$ cat src/rtl/mux_t_t_t_n.sv
// Race-logic gated multiplexer: each lane passes its event only if it strictly precedes the select event.
// Build option MUX_FALLING_EDGE_EN switches to falling-edge event coding (idle level 1).
module mux_t_t_t_n #(
  parameter int NUM_INPUTS = 4
) (
  input  logic                  aclk,
  input  logic                  grst_n,
  input  logic [NUM_INPUTS-1:0] inputs,
  input  logic                  select_line,
  output logic [NUM_INPUTS-1:0] y
);

`ifdef MUX_FALLING_EDGE_EN
  localparam logic IDLE_LVL = 1'b1;
`else
  localparam logic IDLE_LVL = 1'b0;
`endif
  localparam logic ACT_LVL = ~IDLE_LVL;

  logic                  sel_seen_q, sel_seen_d;
  logic [NUM_INPUTS-1:0] y_q, y_d;
  logic                  sel_act;
  logic                  pass_win;

  assign sel_act    = (select_line == ACT_LVL);
  // Select wins ties: a lane sampled active together with the first select is blocked.
  assign pass_win   = ~sel_seen_q & ~sel_act;
  assign sel_seen_d = sel_seen_q | sel_act;

  generate
    for (genvar gi = 0; gi < NUM_INPUTS; gi++) begin : g_lane
      assign y_d[gi] = (pass_win && (inputs[gi] == ACT_LVL)) ? ACT_LVL : y_q[gi];
    end
  endgenerate

  always_ff @(posedge aclk) begin
    if (!grst_n) begin
      sel_seen_q <= 1'b0;
      y_q        <= {NUM_INPUTS{IDLE_LVL}};
    end else begin
      sel_seen_q <= sel_seen_d;
      y_q        <= y_d;
    end
  end

  assign y = y_q;

endmodule

$ cat config.mk
export PLATFORM = sky130hd
export DESIGN_NAME = mux_t_t_t_n
export DESIGN_NICKNAME = d
export VERILOG_FILES = /design/src/rtl/mux_t_t_t_n.sv
export SDC_FILE = /design/constraint.sdc
export NUM_CORES = 1
export LEC_CHECK = 0
export BUFFER_PORTS_ARGS = -buffer_cell sky130_fd_sc_hd__buf_4
export CORE_AREA = 5 5 42 44
export DETAILED_ROUTE_END_ITERATION = 10
export DIE_AREA = 0 0 47 49
export PLACE_DENSITY = 0.36
export SKIP_CTS_REPAIR_TIMING = 1
export SYNTH_ARGS = -nofsm -noshare
export SYNTH_HDL_FRONTEND = slang
export SYNTH_SLANG_ARGS = --single-unit
$ cat constraint.sdc
create_clock -name aclk -period 0.9 [get_ports aclk]
set_clock_uncertainty 0.1 [all_clocks]
set_input_delay 0 -clock aclk [delete_from_list [all_inputs] [get_ports aclk]]
set_output_delay 0 -clock aclk [all_outputs]
set_load 0.005 [all_outputs]
== Word level (Yosys, flattened, before mapping) ==
Cells that the tools add are included.
Word-level totals
  flip-flop bits (word level): 5
  output and inout bits: 4
Operators by class
  bitwise gates (word level): 4
  reduce and logical (&&, ||, !) cells: 4
Operators by type and width (number)
  logical AND 1 bit: 4
  NOT 1 bit: 2
  AND 1 bit: 1
  OR 1 bit: 1

== Longest topological paths before layout ==
Gate-level depths: netlist of the first run.
  depth in word-level cells: 3
  gate-level depth with buffers: 3

== Least setup slack after synthesis of the first run ==
OpenSTA, ideal clock, no wires.
  path kind: flip-flop to flip-flop
  start point: reg sel_seen_q
  end point: reg sel_seen_q
  arrival: 662 ps
  data required time: 687 ps
  path slack: 26 ps
  stages on the path, launching flop included: 3
  period minus slack after synthesis: 874 ps
  cell sequence: dfxtp_1 -> or2_4 -> and2_4
Between the ends
  longest elaborated chain between the ends: 1
Ends and longest elaborated chain
  from (decl): line 20  | logic sel_seen_q, sel_seen_d;
  from (signal assigned): line 41  | sel_seen_q <= sel_seen_d;
  OR 1 bit: line 28  | assign sel_seen_d = sel_seen_q | sel_act;
Every way passes these cells.
A chain may end at the register's enable or synchronous reset.

== Worst setup path after layout of the first run ==
Ends and elaborated chain as after synthesis.

==> metrics list, run 1 <==
* Status: finished with violations
- The final reports fail on negative hold slack.
- Compound-Gate Fraction of Synth Area: 0.1348
- Shortest period the worst path allows: 895.5 ps
* Width of the die: 47 um
- Of the total synthesized cell area, the portion taken by full adders, half adders and majority gates is 0.
- Counting the fill cells in the layout gives 170.
- Largest cells by area after synthesis: sky130_fd_sc_hd__dfxtp_1 (57%), sky130_fd_sc_hd__nand2_1 (17%), sky130_fd_sc_hd__o21ai_1 (8.5%), sky130_fd_sc_hd__and2_4 (5.0%), sky130_fd_sc_hd__o21ai_2 (5.0%)
- The number of global-route vias before repair came to 199.
* Worst setup slack after layout: 4.503 ps
- For this run, the total global-route usage over all layers was measured as 0.04859.
- CP Class: flip-flop to flip-flop
* Wire length of the first global-routing pass: 765 um
- Register clock-pin slew on the reported worst setup and hold paths: ~40 ps
- OpenSTA, run right after detailed placement, puts the worst setup slack at 4.164 ps.
- STA puts the critical path data required time at 930 ps.
- Count of mapped cells out of synthesis: 20
- Number of remaining DRC errors: 0
* Standard-cell rows: 14
- For the pin with the worst max-slew slack, the measured transition is 101.9 ps.
- Top-level I/O count: 11
* Power Density: 1728 mW/mm2
- Port buffer count: 10
* Area of the die: between 0.002 and 0.0025 mm2
- For this run, the detailed router's first-pass iteration total came to 1.
- Count of state elements after synthesis: 5
- Nets: 46
* Largest voltage drop on the vdd net: 0.0004536 V
* Cell with the most instances after synthesis: sky130_fd_sc_hd__nand2_1
* WL/cell: 8.204 um
- Crit share post-route: 0.9950
- No sink is reached through more buffers than the 2 on the longest clock path.
- Area delta synth->final: 94.33%
- Of the post-synthesis cell area, the dominant cell type holds 0.5674.
* Maximum number of pins on one net before global-route repair: 10
* Final estimated routing congestion in global placement: between 0.6 and 0.7
- Static Leak: roughly 0.16 nW
* Warnings from Yosys: 0
- The initial utilization of the core area, before any placement, comes to 0.1259.
- Final Max Slew Viols: 0
- Of the total synthesized cell area, the portion taken by XOR and XNOR cells is 0.
* Clock tree root buffer cell: sky130_fd_sc_hd__clkbuf_4
* Kind of start point of the critical path: flip-flop
- STA puts the critical path data arrival time at 930 ps.
- 0 antenna diodes ended up in the layout.
- Final setup vio count: 0
- Max-cap violations in this run came to 0.
* Total global routing overflow: 0
- By count the netlist is led by sky130_fd_sc_hd__nand2_1 (8), sky130_fd_sc_hd__dfxtp_1 (5), sky130_fd_sc_hd__o21ai_1 (3).
* Number of antenna violations at the first check in global routing: 0
* Number of routed nets with antenna violations: 0
* Number of library cell types mapped by synthesis: 7
- Number of clock sinks: 5
- Summing every instance area after synthesis gives 176.4 um2.
- TritonCTS built the clock tree.
- In the synthesized netlist the async set-or-reset flop fraction comes to 0.
- H-tree levels: 1
- Number of clock buffers inserted by TritonCTS: 3
* Final Cell Area: between 300 and 400 um2
* Share of cell area taken by muxes after synthesis: 0
* Post-detailed-routing wire length: between 400 and 500 um
- Of the cells placed in the final design, the portion with a size suffix greater than 1 is 0.4211.
- Top_reg_cell synth: sky130_fd_sc_hd__dfxtp_1
- Worst slew margin: 0.9316
* Simple-gate share of the synthesized area: 0.2695
- Clock insertion delay at the later pin of the skew report: around 240 ps
* 1st-iter DRT viols: 0
* Post-synth EDFFs: 0
* Worst setup EP type: flip-flop
- Via Count: 190
- The die is 49 um tall.
- For this run, the register share of the synthesized area comes to 0.5674.
- After floorplanning, the core was sized to cover 0.001401 mm2.
* Top achievable clock speed: 1117 MHz
* Largest fanout on the critical path: 5
- After detailed routing, the number of vias per cell comes to 3.519.
- Top cell type by total area after synthesis: sky130_fd_sc_hd__dfxtp_1
- The path class of the tightest hold or removal check is primary input to flip-flop.
* Cell area after placement: about 270 um2
* Mean Syn Cell Area: 8.821 um2
- Hold timing on the final database bottoms out at a slack of -26.42 ps.
- By area, the combinational part of the netlist is dominated by simple AND/OR/NAND/NOR gates.
- The hold violation count in the final report came to 4.
- Mapped Nets: 27
* Unrepaired setup endpoints after global routing: true
[through the flow]
stage | setup TNS, ps | std cells | total power, mW | util
floorplan | 0 | 20 | 0.2813 | -
global placement | 0 | 45 | 0.3239 | 0.1902
detailed placement | 0 | 45 | 0.3249 | 0.1902
CTS | -1.446 | 49 | 0.5873 | 0.2089
global route | -18.63 | 54 | 0.6370 | 0.2446
finish | 0 | 54 | 0.5925 | 0.2446
[path summary, 6_finish.rpt]
check | from | endpoint | slack [ps] | cells past startpoint
setup / recovery | sel_seen_q$_SDFF_PN0_ | sel_seen_q$_SDFF_PN0_ | 5 | 2
hold / removal | select_line | y[1]$_SDFFE_PN0P_ | -30 | 3
setup reg to reg | sel_seen_q$_SDFF_PN0_ | sel_seen_q$_SDFF_PN0_ | 5 | 2
hold reg to reg | y[0]$_SDFFE_PN0P_ | y[0]$_SDFFE_PN0P_ | 350 | 2
[sequential cells by signal (all words and copies together), names as in the netlist]
name,flops
sel_seen_q,1
y,4
[placed cells by master (no fill, tap or decap)]
| master | synthesis | layout |
|---|---|---|
| sky130_fd_sc_hd__o21ai_2 | 1 | 1 |
| sky130_fd_sc_hd__clkbuf_4 | 0 | 3 |
| sky130_fd_sc_hd__dlygate4sd3_1 | 0 | 5 |
| sky130_fd_sc_hd__and2_4 | 1 | 1 |
| sky130_fd_sc_hd__clkbuf_1 | 0 | 1 |
| sky130_fd_sc_hd__buf_4 | 0 | 10 |
| sky130_fd_sc_hd__or2_4 | 1 | 1 |
| sky130_fd_sc_hd__nand2_1 | 8 | 8 |
| sky130_fd_sc_hd__o21ai_1 | 3 | 3 |
| sky130_fd_sc_hd__dfxtp_1 | 5 | 5 |
[area by class of cell]
class / instances / area, um2 / share of cell area
well taps: 16 / 20.02 / 0.05839
clock buffers: 4 / 26.28 / 0.07664
repair buffers: 15 / 125.1 / 0.3650
flip-flops and latches: 5 / 100.1 / 0.2920
multi-input cells: 14 / 71.32 / 0.2080
[where the power goes]
part	switching, mW	internal (mW)	total (mW)
clock	0.0884	0.167	0.256
sequential	0.00734	0.239	0.246
combinational	0.0299	0.0605	0.0904
total	0.126	0.467	0.592
[kinds of logic (layout without fill, tap and decap cells)]
family                 Yosys count  after routing
AO/OA/AOI/OAI                    4              4
buffers and inverters            1             19
flip-flops                       5              5
AND/OR/NAND/NOR                 10             10
[per-layer routing]
metal,vias up,share of wire,GRT usage
met5,-,0,0
met1,80,0.44,0.05714
met3,0,0.19,0.04059
met4,0,0,0.04147
li1,98,-,-
met2,12,0.37,0.05204
[worst max-delay path, stage by stage, from the launching register on]
cell                      delay, ps
sky130_fd_sc_hd__dfxtp_1        290
sky130_fd_sc_hd__or2_4          250
sky130_fd_sc_hd__and2_4         160
Note: power is estimated with default switching activity, not from simulation.
==> inputs of run 2 (changes only) <==
--- a/config.mk
+++ b/config.mk
@@ -10,6 +10,7 @@
 export DETAILED_ROUTE_END_ITERATION = 10
 export DIE_AREA = 0 0 47 49
 export PLACE_DENSITY = 0.36
+export SETUP_SLACK_MARGIN = 0.15
 export SKIP_CTS_REPAIR_TIMING = 1
 export SYNTH_ARGS = -nofsm -noshare
 export SYNTH_HDL_FRONTEND = slang
==> run 2 against run 1 <==
Net effect:
- the flow still finishes with violations (negative hold slack)
- final area decreased by 5.8%
- die area is the same
- sequential power rose by 2%
- first-iteration DRC count grew 2
- critical path depth unchanged
- fmax is 1.8% higher
- routed wire length grew 3.8%
- register-to-register slack better by 20 ps
- clock power is 2% higher
- critical path type unchanged
- largest cell class is now flip-flops and latches
- largest power group unchanged
==> metrics list, run 2 (synthesis results as in run 1) <==
- Number of antenna violations at the first check in global routing: 0
* Area delta synth->final: 82.98%
- The worst path needs 879.7 ps of the cycle, external delays included.
- Critical path arrival: 920 ps
- Most frequent cells in the layout: sky130_fd_sc_hd__nand2_1 (8), sky130_fd_sc_hd__buf_4 (6), sky130_fd_sc_hd__buf_6 (4), sky130_fd_sc_hd__dfxtp_2 (4)
- Post-detailed-routing wire length: between 400 and 500 um
- Effective utilization at floorplan: 0.1259
- The flow ran to the end, but the final reports show violations.
- The register with the most flip-flops in the layout has 4 of them.
* Unrepaired setup endpoints after global routing: true
- Max-cap violations in this run came to 0.
- Critical path data required time: 940 ps
- 1st-iter DRT viols: 2
- CTS built an H-tree with a depth of 1.
- Highest-delay cell along the critical path: sky130_fd_sc_hd__dfxtp_1
- From bottom edge to top edge, the die measures 49 um.
- Least-Margin Pin Slew: slightly above 100 ps
* Kind of start point of the critical path: flip-flop
* Static Leak: 0.1434 nW
- In this run the core area contains 14 standard-cell rows.
- Static timing analysis puts the maximum clock frequency at between 1000 and 1500 MHz.
- In this run the worst path has a maximum fanout of 5.
- Of the available clock period, the critical path in the final layout requires 0.9774.
* Via Count: 176
* Area of the die: 0.002303 mm2
* Worst setup EP type: flip-flop
* Wire length of the first global-routing pass: 710 um
- Hold Violations, Final: 5
- Register clock-pin slew on the reported worst setup and hold paths: 40 ps
- Number of filler instances in the final layout: 167
* Clock tree root buffer cell: sky130_fd_sc_hd__clkbuf_4
* Number of global-route vias before repair: 177
* Total global routing overflow: 0
- Antenna diodes: 0
* Port buffer count: 10
* Width of the die: 47 um
* Core region area: 0.001401 mm2
* Final estimated routing congestion in global placement: roughly 0.67
* Number of remaining DRC errors: 0
- The count of pins over their slew limit is 0.
- Number of clock buffers inserted by TritonCTS: 3
* Power Density: 1855 mW/mm2
* Hold WC Path Type: primary input to flip-flop
* Commonest non-fill, non-tap cell in the layout: sky130_fd_sc_hd__nand2_1
- Accumulated negative setup slack: 0 ps
* Total iterations of the first detailed-routing run: 4
- TritonCTS built the clock tree.
- Maximum number of buffers from clock root to sink: 2
* GR Util All Layers: 0.04799
* Clock insertion delay at the later pin of the skew report: 240 ps
- At the end of the flow, the number of nets in the layout was 42.
* WL/cell: 9.200 um
- Number of routed nets with antenna violations: 0
- Avg Vias per Cell: around 3.5
- Final setup vio count: 0
- Maximum number of pins on one net before global-route repair: 10
- Hold WS: -99.31 ps
- The tree built by TritonCTS fans out to 5 sinks.
- Fraction of the core area covered by cells at the end of the flow: 0.2304
* Fraction of final layout cells with drive strength greater than 1: 0.5882
- The critical path goes through or2_4 > and2_4.
* CP Class: flip-flop to flip-flop
- IR analysis of the VDD net gives a maximum drop of 0.0005139 V.
- Slowest Stage Delay on Critical Path: roughly 290 ps
- Top-level I/O count: 11
* Worst slew margin: 0.9302
- Violations in the final reports: negative hold slack
[run 2: cell types whose count changed in the layout (fill, tap and decap cells not counted)]
cell                            change
sky130_fd_sc_hd__buf_4              -4
sky130_fd_sc_hd__buf_6              +4
sky130_fd_sc_hd__dlygate4sd3_1      -4
sky130_fd_sc_hd__dfxtp_1            -4
sky130_fd_sc_hd__dfxtp_2            +4
[run 2: area by class of cell]
class	instances	area, um2	share of cell area
clock buffer	4	26.28	0.08140
multi-input combinational	14	71.32	0.2209
sequential	5	105.1	0.3256
tap	16	20.02	0.06202
timing repair buffer	11	100.1	0.3101
[run 2: final timing paths]
kind / start / cells past startpoint / endpoint / slack (ps)
setup reg to reg: sel_seen_q$_SDFF_PN0_ / 2 / sel_seen_q$_SDFF_PN0_ / 20
hold / removal: inputs[3] / 3 / y[3]$_SDFFE_PN0P_ / -100
hold reg to reg: y[3]$_SDFFE_PN0P_ / 2 / y[3]$_SDFFE_PN0P_ / 350
setup / recovery: sel_seen_q$_SDFF_PN0_ / 2 / sel_seen_q$_SDFF_PN0_ / 20
[run 2: power by group]
part	internal, mW	total, mW	switching [mW]
Clock	0.168	0.262	0.0939
Sequential	0.242	0.251	0.00976
Combinational	0.0570	0.0857	0.0287
[run 2: per-layer routing]
| metal | GRT usage | wire length (um) |
|---|---|---|
| met5 | 0 | 0 |
| met4 | 0.05530 | 0 |
| met3 | 0.04428 | 82 |
| met1 | 0.05752 | 220 |
| met2 | 0.04072 | 156 |
[run 2: critical path: cells and delay by family (launching register included)]
family | cells | cell delay (ps)
AND/OR/NAND/NOR | 2 | 390
flip-flops | 1 | 290
[run 2: stage by stage]
stage / power, mW / setup WS (ps) / hold WS [ps] / cell area [um2] / cells
floorplan: 0.2812 / 27.15 / 32.58 / 176.4 / 20
finish: 0.5988 / 20.30 / -99.31 / 322.8 / 50
global placement: 0.3233 / 17.81 / 155.8 / 266.5 / 45
global route: 0.6350 / 13.53 / -81.03 / 322.8 / 50
detailed placement: 0.3253 / 10.10 / 158.6 / 266.5 / 45
CTS: 0.6013 / 1.725 / -104.0 / 292.8 / 49
==> inputs of run 3 (changes only) <==
--- a/config.mk
+++ b/config.mk
@@ -5,11 +5,12 @@
 export SDC_FILE = /design/constraint.sdc
 export NUM_CORES = 1
 export LEC_CHECK = 0
+export ABC_AREA = 1
 export BUFFER_PORTS_ARGS = -buffer_cell sky130_fd_sc_hd__buf_4
 export CORE_AREA = 5 5 42 44
 export DETAILED_ROUTE_END_ITERATION = 10
 export DIE_AREA = 0 0 47 49
-export PLACE_DENSITY = 0.36
+export PLACE_DENSITY = 0.35
 export SETUP_SLACK_MARGIN = 0.15
 export SKIP_CTS_REPAIR_TIMING = 1
 export SYNTH_ARGS = -nofsm -noshare
==> run 3 against run 2 <==
Net effect:
- total power decreased by 1.2%
- first-iteration DRC count decreased by 100%
- die area unchanged
- routed wire length decreased by 2.6%
- non-clock buffer count increased by 2
- highest routed layer unchanged
- combinational power decreased by 5.5%
- the run still ends with negative hold slack left
- final cell count increased by 6.0%
==> metrics list, run 3 <==
- Entering global routing, the biggest net connects 6 pins.
- Final Cell Area: around 340 um2
- The share of synthesized area in the top cell type comes to 0.6107.
* Clock tree root buffer cell: sky130_fd_sc_hd__clkbuf_4
- Register clock-pin slew on the reported worst setup and hold paths: ~40 ps
* Wire length of the first global-routing pass: 703 um
- Port buffer count: 10
* Total iterations of the first detailed-routing run: 1
- Count of mapped cells out of synthesis: 20
* Final Max Slew Viols: 0
* Least-Margin Pin Slew: 150.8 ps
- The filler cells instantiated in the layout total 165.
- Fraction of final layout cells with drive strength greater than 1: 0.4865
- The final route contains 181 vias.
* Mapped Nets: 27
* Placed wire-length estimate: 341.2 um
- Max-cap violations in this run came to 0.
- The number of antenna violations at the first check in global routing came to 0.
* Violations in the final reports: negative hold slack
* Hold Violations, Final: 5
- Timing would allow up to 1248 MHz.
* Worst setup EP type: flip-flop
- The worst setup path is of the flip-flop to flip-flop kind.
- Total global routing overflow: 0
- Top-level I/O count: 11
- Nets: 45
* Avg Vias per Cell: 3.415
- In this run the remaining antenna-violating nets after routing total 0.
* Final setup vio count: 0
* Worst R2R Start: sel_seen_q$_SDFF_PN0_
- Critical Path Sink: y[1]$_SDFFE_PN0P_
* Commonest cells in the netlist: sky130_fd_sc_hd__dfxtp_1 (5), sky130_fd_sc_hd__inv_1 (5), sky130_fd_sc_hd__a21oi_1 (4), sky130_fd_sc_hd__nand2_1 (4)
* Warnings from Yosys: 0
- Adding up every negative setup slack in the final design gives 0 ps.
- GR Util met2: 0.04072
- The clock passes through at most 2 buffers.
* Area delta synth->final: 105.3%
- Counting every sink on the clock net gives 5.
- Top cell type by total area after synthesis: sky130_fd_sc_hd__dfxtp_1
- Final estimated routing congestion in global placement: 0.6662
- Worst Reg2Reg Path Length in Cells: 3
* Most frequent cells in the layout: sky130_fd_sc_hd__buf_4 (7), sky130_fd_sc_hd__inv_1 (5), sky130_fd_sc_hd__nand2_1 (4), sky130_fd_sc_hd__a21oi_1 (4), sky130_fd_sc_hd__dfxtp_2 (4)
- Crit share post-route: 0.8905
- Most crowded layer after global routing: met3
- The run finished, with violations left.
* Largest voltage drop on the vdd net: about 0.00091 V
- Core region area: 0.001401 mm2
* Share of async-settable or async-resettable flops after synthesis: 0
- Number of global-route vias before repair: 167
- For this block, the routed nets add up to 448 um of wire.
- Critical path arrival: 880 ps
* WL/cell: 8.453 um
- The later pin in the worst-skew pair is clocked with a latency of 240 ps.
* GR Util All Layers: 0.04933
- Shortest period the worst path allows: 801.5 ps
- In the global route stage, met3 resource usage came out at 0.08118.
- The endpoint identified for the worst register-to-register timing path is y[1]$_SDFFE_PN0P_.
* Largest cells by area after synthesis: sky130_fd_sc_hd__dfxtp_1 (61%), sky130_fd_sc_hd__a21oi_1 (12%), sky130_fd_sc_hd__inv_1 (11%), sky130_fd_sc_hd__nand2_1 (9.2%), sky130_fd_sc_hd__nor2_2 (3.8%)
* Cell area after placement: 265.3 um2
- Number of library cell types mapped by synthesis: 6
- Largest fanout on the critical path: 5
* Antenna diodes: 0
- Effective utilization at floorplan: 0.1170
- After the first detailed-routing iteration, the DRC count stood at 0.
* CTS tree: built
- In the routed design, unresolved DRC markers number 0.
- Top_reg_cell synth: sky130_fd_sc_hd__dfxtp_1
- Unrepaired setup endpoints after global routing: true
- Hold WC Path Type: primary input to flip-flop
- Largest register FFs: 4
- Critical path data required time: ~970 ps
* Area of the die: 0.002303 mm2
- Post-Synthesis Cell Area: between 150 and 200 um2
- Worst slew margin: 0.8994
- Static Leak: 0.1518 nW
- Hold WS: -98.05 ps
- Mean Syn Cell Area: 8.195 um2
- Setup slack, reg-to-reg: approximately 99 ps
- CP startpoint: sel_seen_q$_SDFF_PN0_
- Commonest non-fill, non-tap cell in the layout: sky130_fd_sc_hd__buf_4
- Standard-cell rows: 14
- In this run the power density over the cells is 1758 mW/mm2.
- Die Y: 49 um
- Number of clock buffers inserted by TritonCTS: 3
- For met1 alone, demand over resource in global routing was 0.05286.
* Count of state elements after synthesis: 5
- The worst setup path is launched from a flip-flop.
* H-tree levels: 1
- The share of the Yosys chip area taken by registers is 0.6107.
- Post-synth EDFFs: 0
- Measured along the x axis, the die boundary spans 47 um.
## run 3: changes by cell type in the layout (fill, tap and decap cells not counted), sizes merged
cell         change
a21oi            +4
and2             -1
dlygate4sd3      +2
inv              +5
nand2            -4
nor2             +2
o21ai            -4
or2              -1
## run 3: layout make-up
class / count / area (um2) / area share
clock buffers: 4 / 26.28 / 0.07807
well taps: 16 / 20.02 / 0.05948
inverters: 5 / 18.77 / 0.05576
flip-flops and latches: 5 / 105.1 / 0.3123
multi-input cells: 10 / 50.05 / 0.1487
repair buffers: 13 / 116.4 / 0.3457
## run 3: worst min-delay path by stage
stage | start | to | slack (ps) | cells past startpoint
after floorplan | select_line | sel_seen_q$_SDFF_PN0_ | 20 | 2
after global placement | select_line | sel_seen_q$_SDFF_PN0_ | 140 | 3
after detailed placement | select_line | sel_seen_q$_SDFF_PN0_ | 150 | 3
after CTS | select_line | sel_seen_q$_SDFF_PN0_ | -110 | 3
after global routing | select_line | sel_seen_q$_SDFF_PN0_ | -100 | 3
final | select_line | sel_seen_q$_SDFF_PN0_ | -100 | 3
## run 3: cells by family after synthesis
logic type	Yosys count	share of synthesized area
AO/OA/AOI/OAI	4	0.1221
flip-flops	5	0.6107
buffers and inverters	5	0.1145
AND/OR/NAND/NOR	6	0.1526
## run 3: critical path, cell delays in order (launching register included)
cell and delay [ps]:
sky130_fd_sc_hd__dfxtp_2 320, sky130_fd_sc_hd__nor2_4 130, sky130_fd_sc_hd__nand2_1 70, sky130_fd_sc_hd__a21oi_1 120
## run 3: layer usage
metal	vias up	wire, um
met5	-	0
met4	0	0
met2	15	168
met1	74	174
li1	92	-
met3	0	105
## run 3: power by group
group | switching [mW] | internal [mW] | leakage, nW
logic | 0.0273 | 0.0537 | 0.0942
clock network | 0.0931 | 0.168 | 0.0150
registers | 0.00975 | 0.240 | 0.0426
## run 3: per-stage QoR
step                  util  setup slack [ps]  hold WS (ps)  cells  total power, mW
finish              0.2402             98.51        -98.05     53           0.5917
global route        0.2402             38.68        -100.3     53           0.6412
CTS                 0.2080             85.74        -107.1     50           0.5891
detailed placement  0.1893             83.96         147.1     46           0.3172
global placement    0.1893             122.1         139.2     46           0.3146
floorplan                -             155.4         24.59     20           0.2727
